**config.mk**
```make
export PLATFORM = sky130hd
export DESIGN_NAME = fetch_lmsm_flat
export DESIGN_NICKNAME = d
export VERILOG_FILES = /design/src/rtl/fetch_lmsm_if.sv /design/src/rtl/fetch_lmsm.sv /design/src/flat_wrapper.sv
export SDC_FILE = /design/constraint.sdc
export NUM_CORES = 1
export LEC_CHECK = 0
export ABC_AREA = 1
export BUFFER_PORTS_ARGS = -buffer_cell sky130_fd_sc_hd__buf_2
export CAP_MARGIN = 25
export CORE_MARGIN = 2
export CORE_UTILIZATION = 35
export CTS_BUF_LIST = sky130_fd_sc_hd__clkbuf_2
export CTS_CLUSTER_DIAMETER = 60
export DETAILED_ROUTE_END_ITERATION = 6
export GPL_TIMING_DRIVEN = 0
export PLACE_DENSITY_LB_ADDON = 0.2
export SLEW_MARGIN = 20
export SYNTH_ARGS = -nofsm -noshare
export SYNTH_HDL_FRONTEND = slang
export SYNTH_SLANG_ARGS = --single-unit
export TNS_END_PERCENT = 5
```
**constraint.sdc**
```tcl
create_clock -name clk -period 2.2 [get_ports clk]
set_input_delay 0.11 -clock clk [delete_from_list [all_inputs] [get_ports clk]]
set_output_delay 0.11 -clock clk [all_outputs]
set_load 0.03 [all_outputs]
```
**src/rtl/fetch_lmsm_if.sv**
```systemverilog
// rtl/fetch_lmsm_if.sv - fetch stage bus: imem port, hazard/redirect controls, pipe1 register
//
// Purpose: groups every non-clock signal of fetch_lmsm into one bundle.
// Ports (signals):
//   imem_addr   [15:0] fetch -> imem   instruction address (equals PC)
//   imem_data   [15:0] imem  -> fetch  instruction word, same cycle
//   stall              hazard -> fetch hold every register
//   flush              redirect -> fetch kill in-flight work, jump to flush_pc
//   flush_pc    [15:0] redirect target
//   pipe1PC     [15:0] PC of the pipe1 instruction
//   pipe1IR     [15:0] instruction / LM-SM micro-op in pipe1
//   pipe1Offset [2:0]  transfer index of an LM/SM micro-op
//   pipe1Valid         pipe1 holds a real instruction
//   busy               fetch is expanding an LM/SM register list
// Modports: master = fetch stage, slave = surrounding pipeline / memory.
interface fetch_lmsm_if;
  logic [15:0] imem_addr;
  logic [15:0] imem_data;
  logic        stall;
  logic        flush;
  logic [15:0] flush_pc;
  logic [15:0] pipe1PC;
  logic [15:0] pipe1IR;
  logic [2:0]  pipe1Offset;
  logic        pipe1Valid;
  logic        busy;

  modport master (
    output imem_addr, pipe1PC, pipe1IR, pipe1Offset, pipe1Valid, busy,
    input  imem_data, stall, flush, flush_pc
  );

  modport slave (
    input  imem_addr, pipe1PC, pipe1IR, pipe1Offset, pipe1Valid, busy,
    output imem_data, stall, flush, flush_pc
  );
endinterface

```
**src/rtl/fetch_lmsm.sv**
```systemverilog
// rtl/fetch_lmsm.sv - instruction fetch with LM/SM micro-op expansion
//
// Purpose: holds the PC, reads instruction memory combinationally and loads
// the fetch/decode register (pipe1). LM/SM instructions are split into one
// micro-op per set bit of IR[7:0], each carrying a one-hot register list.
// Ports:
//   clk    rising-edge clock
//   rst_n  asynchronous active-low reset
//   bus    fetch_lmsm_if.master (imem port, stall/flush controls, pipe1 outputs)
module fetch_lmsm #(
  parameter logic [15:0] RESET_PC = 16'h0000,
  parameter logic [15:0] NOP_IR   = 16'h0000
) (
  input  logic          clk,
  input  logic          rst_n,
  fetch_lmsm_if.master  bus
);

  typedef enum logic {
    FETCH = 1'b0,
    SEQ   = 1'b1
  } state_t;

  state_t      state_q, state_d;
  logic [15:0] pc_q, pc_d;
  logic [7:0]  mask_q, mask_d;
  logic [7:0]  seq_ir_q, seq_ir_d;
  logic [15:0] seq_pc_q, seq_pc_d;
  logic [2:0]  cnt_q, cnt_d;
  logic [15:0] p1_pc_q, p1_pc_d;
  logic [15:0] p1_ir_q, p1_ir_d;
  logic [2:0]  p1_off_q, p1_off_d;
  logic        p1_valid_q, p1_valid_d;

  logic [7:0]  fetch_list;
  logic [7:0]  fetch_lsb;
  logic [7:0]  mask_lsb;
  logic        is_lmsm;

  // x & -x isolates the lowest set bit (zero when x is zero).
  assign fetch_list = bus.imem_data[7:0];
  assign fetch_lsb  = fetch_list & (~fetch_list + 8'd1);
  assign mask_lsb   = mask_q & (~mask_q + 8'd1);
  // LM = 0110, SM = 0111: top three opcode bits are 011.
  assign is_lmsm    = (bus.imem_data[15:13] == 3'b011);

  always_ff @(posedge clk or negedge rst_n) begin
    if (!rst_n) begin
      state_q    <= FETCH;
      pc_q       <= RESET_PC;
      mask_q     <= 8'h00;
      seq_ir_q   <= 8'h00;
      seq_pc_q   <= 16'h0000;
      cnt_q      <= 3'd0;
      p1_pc_q    <= 16'h0000;
      p1_ir_q    <= NOP_IR;
      p1_off_q   <= 3'd0;
      p1_valid_q <= 1'b0;
    end else begin
      state_q    <= state_d;
      pc_q       <= pc_d;
      mask_q     <= mask_d;
      seq_ir_q   <= seq_ir_d;
      seq_pc_q   <= seq_pc_d;
      cnt_q      <= cnt_d;
      p1_pc_q    <= p1_pc_d;
      p1_ir_q    <= p1_ir_d;
      p1_off_q   <= p1_off_d;
      p1_valid_q <= p1_valid_d;
    end
  end

  always_comb begin
    state_d    = state_q;
    pc_d       = pc_q;
    mask_d     = mask_q;
    seq_ir_d   = seq_ir_q;
    seq_pc_d   = seq_pc_q;
    cnt_d      = cnt_q;
    p1_pc_d    = p1_pc_q;
    p1_ir_d    = p1_ir_q;
    p1_off_d   = p1_off_q;
    p1_valid_d = p1_valid_q;

    if (bus.flush) begin
      // Redirect wins over stall; any unissued micro-ops are dropped.
      pc_d       = bus.flush_pc;
      state_d    = FETCH;
      mask_d     = 8'h00;
      cnt_d      = 3'd0;
      p1_valid_d = 1'b0;
      p1_ir_d    = NOP_IR;
      p1_off_d   = 3'd0;
    end else if (!bus.stall) begin
      unique case (state_q)
        FETCH: begin
          pc_d = pc_q + 16'd1;
          if (!is_lmsm) begin
            p1_ir_d    = bus.imem_data;
            p1_pc_d    = pc_q;
            p1_off_d   = 3'd0;
            p1_valid_d = 1'b1;
          end else if (fetch_list == 8'h00) begin
            // Empty register list: consumed as a bubble.
            p1_valid_d = 1'b0;
            p1_ir_d    = NOP_IR;
          end else begin
            p1_ir_d    = {bus.imem_data[15:8], fetch_lsb};
            p1_pc_d    = pc_q;
            p1_off_d   = 3'd0;
            p1_valid_d = 1'b1;
            mask_d     = fetch_list & ~fetch_lsb;
            seq_ir_d   = bus.imem_data[15:8];
            seq_pc_d   = pc_q;
            cnt_d      = 3'd1;
            if ((fetch_list & ~fetch_lsb) != 8'h00) begin
              state_d = SEQ;
            end
          end
        end
        SEQ: begin
          // PC already points past the LM/SM; imem_data is ignored here.
          p1_ir_d    = {seq_ir_q, mask_lsb};
          p1_pc_d    = seq_pc_q;
          p1_off_d   = cnt_q;
          p1_valid_d = 1'b1;
          mask_d     = mask_q & ~mask_lsb;
          cnt_d      = cnt_q + 3'd1;
          if ((mask_q & ~mask_lsb) == 8'h00) begin
            state_d = FETCH;
          end
        end
        default: state_d = FETCH;
      endcase
    end
  end

  assign bus.imem_addr   = pc_q;
  assign bus.pipe1PC     = p1_pc_q;
  assign bus.pipe1IR     = p1_ir_q;
  assign bus.pipe1Offset = p1_off_q;
  assign bus.pipe1Valid  = p1_valid_q;
  assign bus.busy        = (state_q == SEQ);

endmodule

```
**src/flat_wrapper.sv**
```systemverilog
// flat-port wrapper written by rule: the top's interface ports become plain ports
module fetch_lmsm_flat 
#(
  parameter logic [15:0] RESET_PC = 16'h0000,
  parameter logic [15:0] NOP_IR   = 16'h0000
)
  (clk, rst_n, bus_imem_addr, bus_pipe1PC, bus_pipe1IR, bus_pipe1Offset, bus_pipe1Valid, bus_busy, bus_imem_data, bus_stall, bus_flush, bus_flush_pc);
  fetch_lmsm_if bus_i ();
  input  logic clk;
  input  logic rst_n;
  output wire logic [$bits(bus_i.imem_addr)-1:0] bus_imem_addr;
  output wire logic [$bits(bus_i.pipe1PC)-1:0] bus_pipe1PC;
  output wire logic [$bits(bus_i.pipe1IR)-1:0] bus_pipe1IR;
  output wire logic [$bits(bus_i.pipe1Offset)-1:0] bus_pipe1Offset;
  output wire logic [$bits(bus_i.pipe1Valid)-1:0] bus_pipe1Valid;
  output wire logic [$bits(bus_i.busy)-1:0] bus_busy;
  input wire logic [$bits(bus_i.imem_data)-1:0] bus_imem_data;
  input wire logic [$bits(bus_i.stall)-1:0] bus_stall;
  input wire logic [$bits(bus_i.flush)-1:0] bus_flush;
  input wire logic [$bits(bus_i.flush_pc)-1:0] bus_flush_pc;
  assign bus_imem_addr = bus_i.imem_addr;
  assign bus_pipe1PC = bus_i.pipe1PC;
  assign bus_pipe1IR = bus_i.pipe1IR;
  assign bus_pipe1Offset = bus_i.pipe1Offset;
  assign bus_pipe1Valid = bus_i.pipe1Valid;
  assign bus_busy = bus_i.busy;
  assign bus_i.imem_data = bus_imem_data;
  assign bus_i.stall = bus_stall;
  assign bus_i.flush = bus_flush;
  assign bus_i.flush_pc = bus_flush_pc;
  fetch_lmsm #(.RESET_PC(RESET_PC), .NOP_IR(NOP_IR)) u_core (.clk(clk), .rst_n(rst_n), .bus(bus_i));
endmodule
```
==> out/results.ini, run 1 <==
[place]
hpwl_mm=9.10
pre_cts_ws_ps=278
portBuffers=88
place_inst=829
routabilityCongestion=0.903

[clocking]
cts_tree=done
clock_latency_ps=560
root_buffer=clkbuf_2
cts_inserted_buffers=9
cts_setup_buffers=0
cts_resized=0
cts.htree.levels=3
clockBufferDepth=2
clk_pin_slew_ps=240
cts.sinks=87

[worst_hold_path]
hp-class=in -> reg

[pwr]
vdd_drop_max_v=0.000294
leakage_nw=2.82
p_per_area_nw_per_um2=765

[global_route]
grt_max_degree=45
grt_pass1_vias=4107
antenna_found_initial=1
grt_remaining_overflow=0
grt.total_usage=0.196
grt_pass1_wl_mm=20.5

[sta]
slew_viol_final=0
fin_ws_ps=63.3
max_freq_mhz=468
setup_viol=0
relSlewSlack=0.601
final-hold-violation-count=0
timing.setup.tns_ps=0
period_share=0.971
worstMarginPinSlew_ps=598
rsz0062_at_grt=false
skew_ps=40.0
layout_min_cycle_time_ps=2140

[setup_path]
arrival_ps=2650
worst_ep_required_time_ps=2710
path_max_fanout=10
max_stage_delay_ps=590
startpoint_type=flip-flop
crit_slowest_cell=dlygate4sd3_1
crit_chain=buf_2 -> nor2_4 -> inv_2 -> nor3_4 -> nand3_1 -> dlygate4sd3_1 -> nand2_1
r2r_setup_slack_ps=60
path_class=reg -> reg
endpoint_kind=flip-flop

[yosys]
syn-cell-area_um2=4400
yosysMostFrequentCell=nand2_1
ys_ff_latch=87
synth_top_cell_by_area=dfrtp_1
synthSimpleGateAreaFrac=0.259
synth.area.top_cells=dfrtp_1 (50%), nand2_1 (15%), o21ai_0 (4.8%)
synth-xor-area-share=0.00399
synth_flop_cell=dfrtp_1
yosysUniqueCellTypes=34
async_reset_ff_frac=1.00
synth_cells=572
synth_top_family_by_area=simple AND/OR/NAND/NOR gates
synth_edf_count=0
synth_common_cells=nand2_1 (174), dfrtp_1 (87), nor2_1 (50), inv_1 (42), o21ai_0 (42)
syn_area_per_cell_um2=7.68
synth_top_area_share=0.495
syn-num-nets=610
synth_fa_ha_area_frac=0.00569
yosysSeqAreaShare=0.495
synthMuxAreaShare=0
synth_compound_area_frac=0.167
synth_warnings=0

[layout]
fin_nets=748
final_cells=884
seqCellArea_um2=2180
utilization=0.458
multi_input_comb_area_um2=1920
fill_cells=1275
layout-drive-gt1-share=0.189
syn_to_final_growth_pct=26.2

[floorplanning]
dieArea_um2=13500
initial_core_util=0.363
die_x_um=116
die_height_um=116
core_area_um2=12100
pin_count=89
row_count=40

[route]
first_pass_iters=5
wire_per_inst_um=14.1
first_iter_violations=364
ant_nets=0
wirelength_mm=12.5
routed_via_density=4.85
drc_errors=0
vias=4285

[outcome]
status=finished clean

[run]
cap_violations=0

[kinds of logic (layout without fill, tap and decap cells)]
| kind of cell | count (synthesis) | count (layout) |
|---|---|---|
| and+or+nand+nor | 273 | 273 |
| buffers and inverters | 72 | 215 |
| DFF | 87 | 87 |
| AOI/OAI and AO/OA | 136 | 136 |
| other | 0 | 1 |
| adders and majority gates | 2 | 2 |
| xor gates and xnor gates | 2 | 2 |
[report_power, final]
part,internal (mW),switching [mW],total (mW)
clock,0.156,0.578,0.734
sequential,1.89,0.198,2.08
combinational,0.451,0.976,1.43
total,2.49,1.75,4.24
[cell usage in the layout, fill, tap and decap left out, types with 2 or more instances in the layout]
cell / count
nand2_1: 174
buf_2: 97
dfrtp_1: 87
nor2_1: 50
inv_1: 42
o21ai_0: 42
o21ai_1: 39
dlygate4sd3_1: 38
a21oi_1: 34
nand3_1: 31
clkbuf_2: 11
inv_2: 7
clkbuf_1: 7
nand4_1: 5
o22ai_1: 5
nor2_4: 4
a31oi_1: 4
nor3_1: 4
buf_1: 3
o211ai_1: 3
nand2_2: 2
buf_4: 2
buf_6: 2
o31ai_1: 2
xor2_1: 2
ha_1: 2
clkinvlp_4: 2
[layer usage]
metal / wire length (um) / global-route usage
met1: 6090 / 0.283
met2: 5640 / 0.299
met3: 562 / 0.0272
met4: 213 / 0.0722
met5: 0 / 0
[final cells by class]
class | instances | area share
sequential | 87 | 0.393
clock inverter | 5 | 0.00587
timing repair buffer | 127 | 0.153
buffer | 23 | 0.0212
tap | 168 | 0.0379
inverter | 49 | 0.0332
antenna | 1 | 0.000451
multi-input combinational | 413 | 0.346
clock buffer | 11 | 0.00993
[flip-flops by register name (all words and copies together), names as in the netlist]
register and flops:
u_core.seq_pc_q 16, u_core.bus.pipe1PC 16, u_core.bus.busy 1, u_core.bus.imem_addr 16, u_core.bus.pipe1IR 16, u_core.seq_ir_q 8, u_core.bus.pipe1Valid 1, u_core.bus.pipe1Offset 3
u_core.mask_q 7, u_core.cnt_q 3
[what timing repair did]
action | in CTS | in global routing
hold buffers | 38 | 0
endpoints found under the hold margin | 130 | 0
endpoints found under the setup margin | 0 | 0
[worst paths after layout]
path	start	to	cells after the start
min in group asynchronous	rst_n	u_core.seq_pc_q[11]$_DFFE_PN0P_	2
max in group asynchronous	rst_n	u_core.bus.pipe1IR[8]$_DFFE_PN0P_	3
min	bus_flush	u_core.bus.pipe1IR[7]$_DFFE_PN0P_	4
max reg2reg	u_core.bus.busy$_DFFE_PN0P_	u_core.seq_ir_q[3]$_DFFE_PN0P_	7
max	u_core.bus.busy$_DFFE_PN0P_	u_core.seq_ir_q[3]$_DFFE_PN0P_	7
min reg2reg	u_core.seq_ir_q[5]$_DFFE_PN0P_	u_core.seq_ir_q[5]$_DFFE_PN0P_	2
[metrics by stage]
stage	power [mW]	instance area, um^2	hold WS, ps
finish	4.24	5550	49.9
global route	4.54	5550	13.6
CTS	4.28	5540	10.1
detailed placement	3.50	5080	167
global placement	3.47	5050	366
floorplan	3.02	4400	-186
[worst max-delay path, delay by kind of cell, from the launching register on]
family | cells | cell delay (ps)
AND/OR/NAND/NOR | 4 | 750
buffers and inverters | 3 | 950
flip-flops | 1 | 430
No activity file was read; power rests on OpenSTA's default activity.
==> inputs of run 2 (changes only) <==
Settings changed: SETUP_SLACK_MARGIN from default to 0.3.
==> out/results.ini, run 2 (synthesis results as in run 1) <==
[outcome]
status=finished clean

[sta]
period_share=0.831
rsz0062_at_grt=true
setup_viol=0
relSlewSlack=0.599
timing.setup.tns_ps=0
holdWs_ps=48.4
slew_viol_final=0
max_freq_mhz=547
skew_ps=38.8
layout_min_cycle_time_ps=1830
final-hold-violation-count=0
worstMarginPinSlew_ps=601

[clocking]
cts.htree.levels=3
root_buffer=clkbuf_2
clockBufferDepth=2
cts_tree=done
clock_latency_ps=550
cts_inserted_buffers=9
clk_pin_slew_ps=240
cts.sinks=87

[route]
drc_errors=0
wirelength_mm=12.5
routed_via_density=4.86
ant_nets=0
vias=4300
first_pass_iters=5
first_iter_violations=360
wire_per_inst_um=14.2

[layout]
fin_nets=749
syn_to_final_growth_pct=26.4
layout-drive-gt1-share=0.193
final_cells=885
fill_cells=1274
layout_common_cells=nand2_1 (174), buf_2 (96), dfrtp_1 (87)
layout.cells.most_common=nand2_1
final_cell_area_um2=5560

[run]
cap_violations=0

[global_route]
grt_max_degree=45
antenna_found_initial=1
grt_remaining_overflow=0
grt.total_usage=0.195
grt_pass1_wl_mm=20.4
grt_pass1_vias=4099

[place]
portBuffers=88
hpwl_mm=9.10
dpl-instance-area_um2=5080
place_inst=829
routabilityCongestion=0.903

[pwr]
power_mw=4.25
p_per_area_nw_per_um2=765
vdd_drop_max_v=0.000296
leakage_nw=2.83

[floorplanning]
row_count=40
initial_core_util=0.363
die_x_um=116
die_height_um=116
dieArea_um2=13500
core_area_um2=12100
pin_count=89

[setup_path]
worst_ep_required_time_ps=2670
arrival_ps=2300
endpoint_kind=flip-flop
startpoint_type=flip-flop
path_class=reg -> reg
path_max_fanout=10

[worst_hold_path]
hp-class=in -> reg

## run 2: changes by cell type in the layout (fill, tap and decap cells not counted), sizes merged
cell,previous run,this run
buf,105,107
dlygate4sd3,38,37
## run 2: power by group
| part | internal, mW | total [mW] | switching (mW) |
|---|---|---|---|
| logic | 0.455 | 1.43 | 0.978 |
| clock network | 0.156 | 0.734 | 0.578 |
| registers | 1.89 | 2.09 | 0.198 |
## run 2: timing repair
action | 4_1_cts | 5_1_grt
gates resized for setup | 0 | 3
pin swaps | 1 | 1
endpoints found under the hold margin | 130 | 0
hold buffers | 37 | 0
buffers inserted | 0 | 2
setup endpoints to repair | 14 | 30
## run 2: final cells by class
class | count | area [um^2] | share of cell area
clock inverters | 5 | 32.5 | 0.00585
repair buffers | 128 | 856 | 0.154
plain buffers | 23 | 120 | 0.0216
flip-flops and latches | 87 | 2180 | 0.392
multi-input cells | 413 | 1920 | 0.345
inverters | 49 | 184 | 0.0331
well taps | 168 | 210 | 0.0378
diodes | 1 | 2.50 | 0.000450
clock buffers | 11 | 55.1 | 0.00991
## run 2: routing by layer
metal | GRT usage | share of wire | routed length [um]
met5 | 0 | 0 | 0
met4 | 0.0722 | 0.018 | 223
met3 | 0.0272 | 0.040 | 497
met2 | 0.298 | 0.45 | 5660
met1 | 0.283 | 0.49 | 6160
## run 2: critical path, cell delays in order, from the launching register on
cell	delay (ps)
dfrtp_1	430
buf_4	200
nor2_4	180
inv_2	140
nor3_4	290
nand2_1	180
buf_2	230
nand2_1	80
o21ai_1	60
## run 2: final timing paths
path	slack, ps	cells past startpoint	end	startpoint
worst max-delay path	370	8	u_core.seq_pc_q[8]$_DFFE_PN0P_	u_core.bus.busy$_DFFE_PN0P_
worst min-delay path	50	4	u_core.bus.pipe1IR[7]$_DFFE_PN0P_	bus_flush
worst max register to register	370	8	u_core.seq_pc_q[8]$_DFFE_PN0P_	u_core.bus.busy$_DFFE_PN0P_
worst min register to register	500	2	u_core.seq_ir_q[5]$_DFFE_PN0P_	u_core.seq_ir_q[5]$_DFFE_PN0P_
max in group asynchronous	1470	3	u_core.bus.pipe1IR[8]$_DFFE_PN0P_	rst_n
min in group asynchronous	80	2	u_core.seq_pc_q[11]$_DFFE_PN0P_	rst_n
## run 2: per-stage QoR
| step | utilization | setup WS [ps] |
|---|---|---|
| floorplan | - | 496 |
| global placement | 0.417 | 217 |
| detailed placement | 0.419 | 278 |
| CTS | 0.457 | 302 |
| global route | 0.459 | 273 |
| finish | 0.459 | 371 |
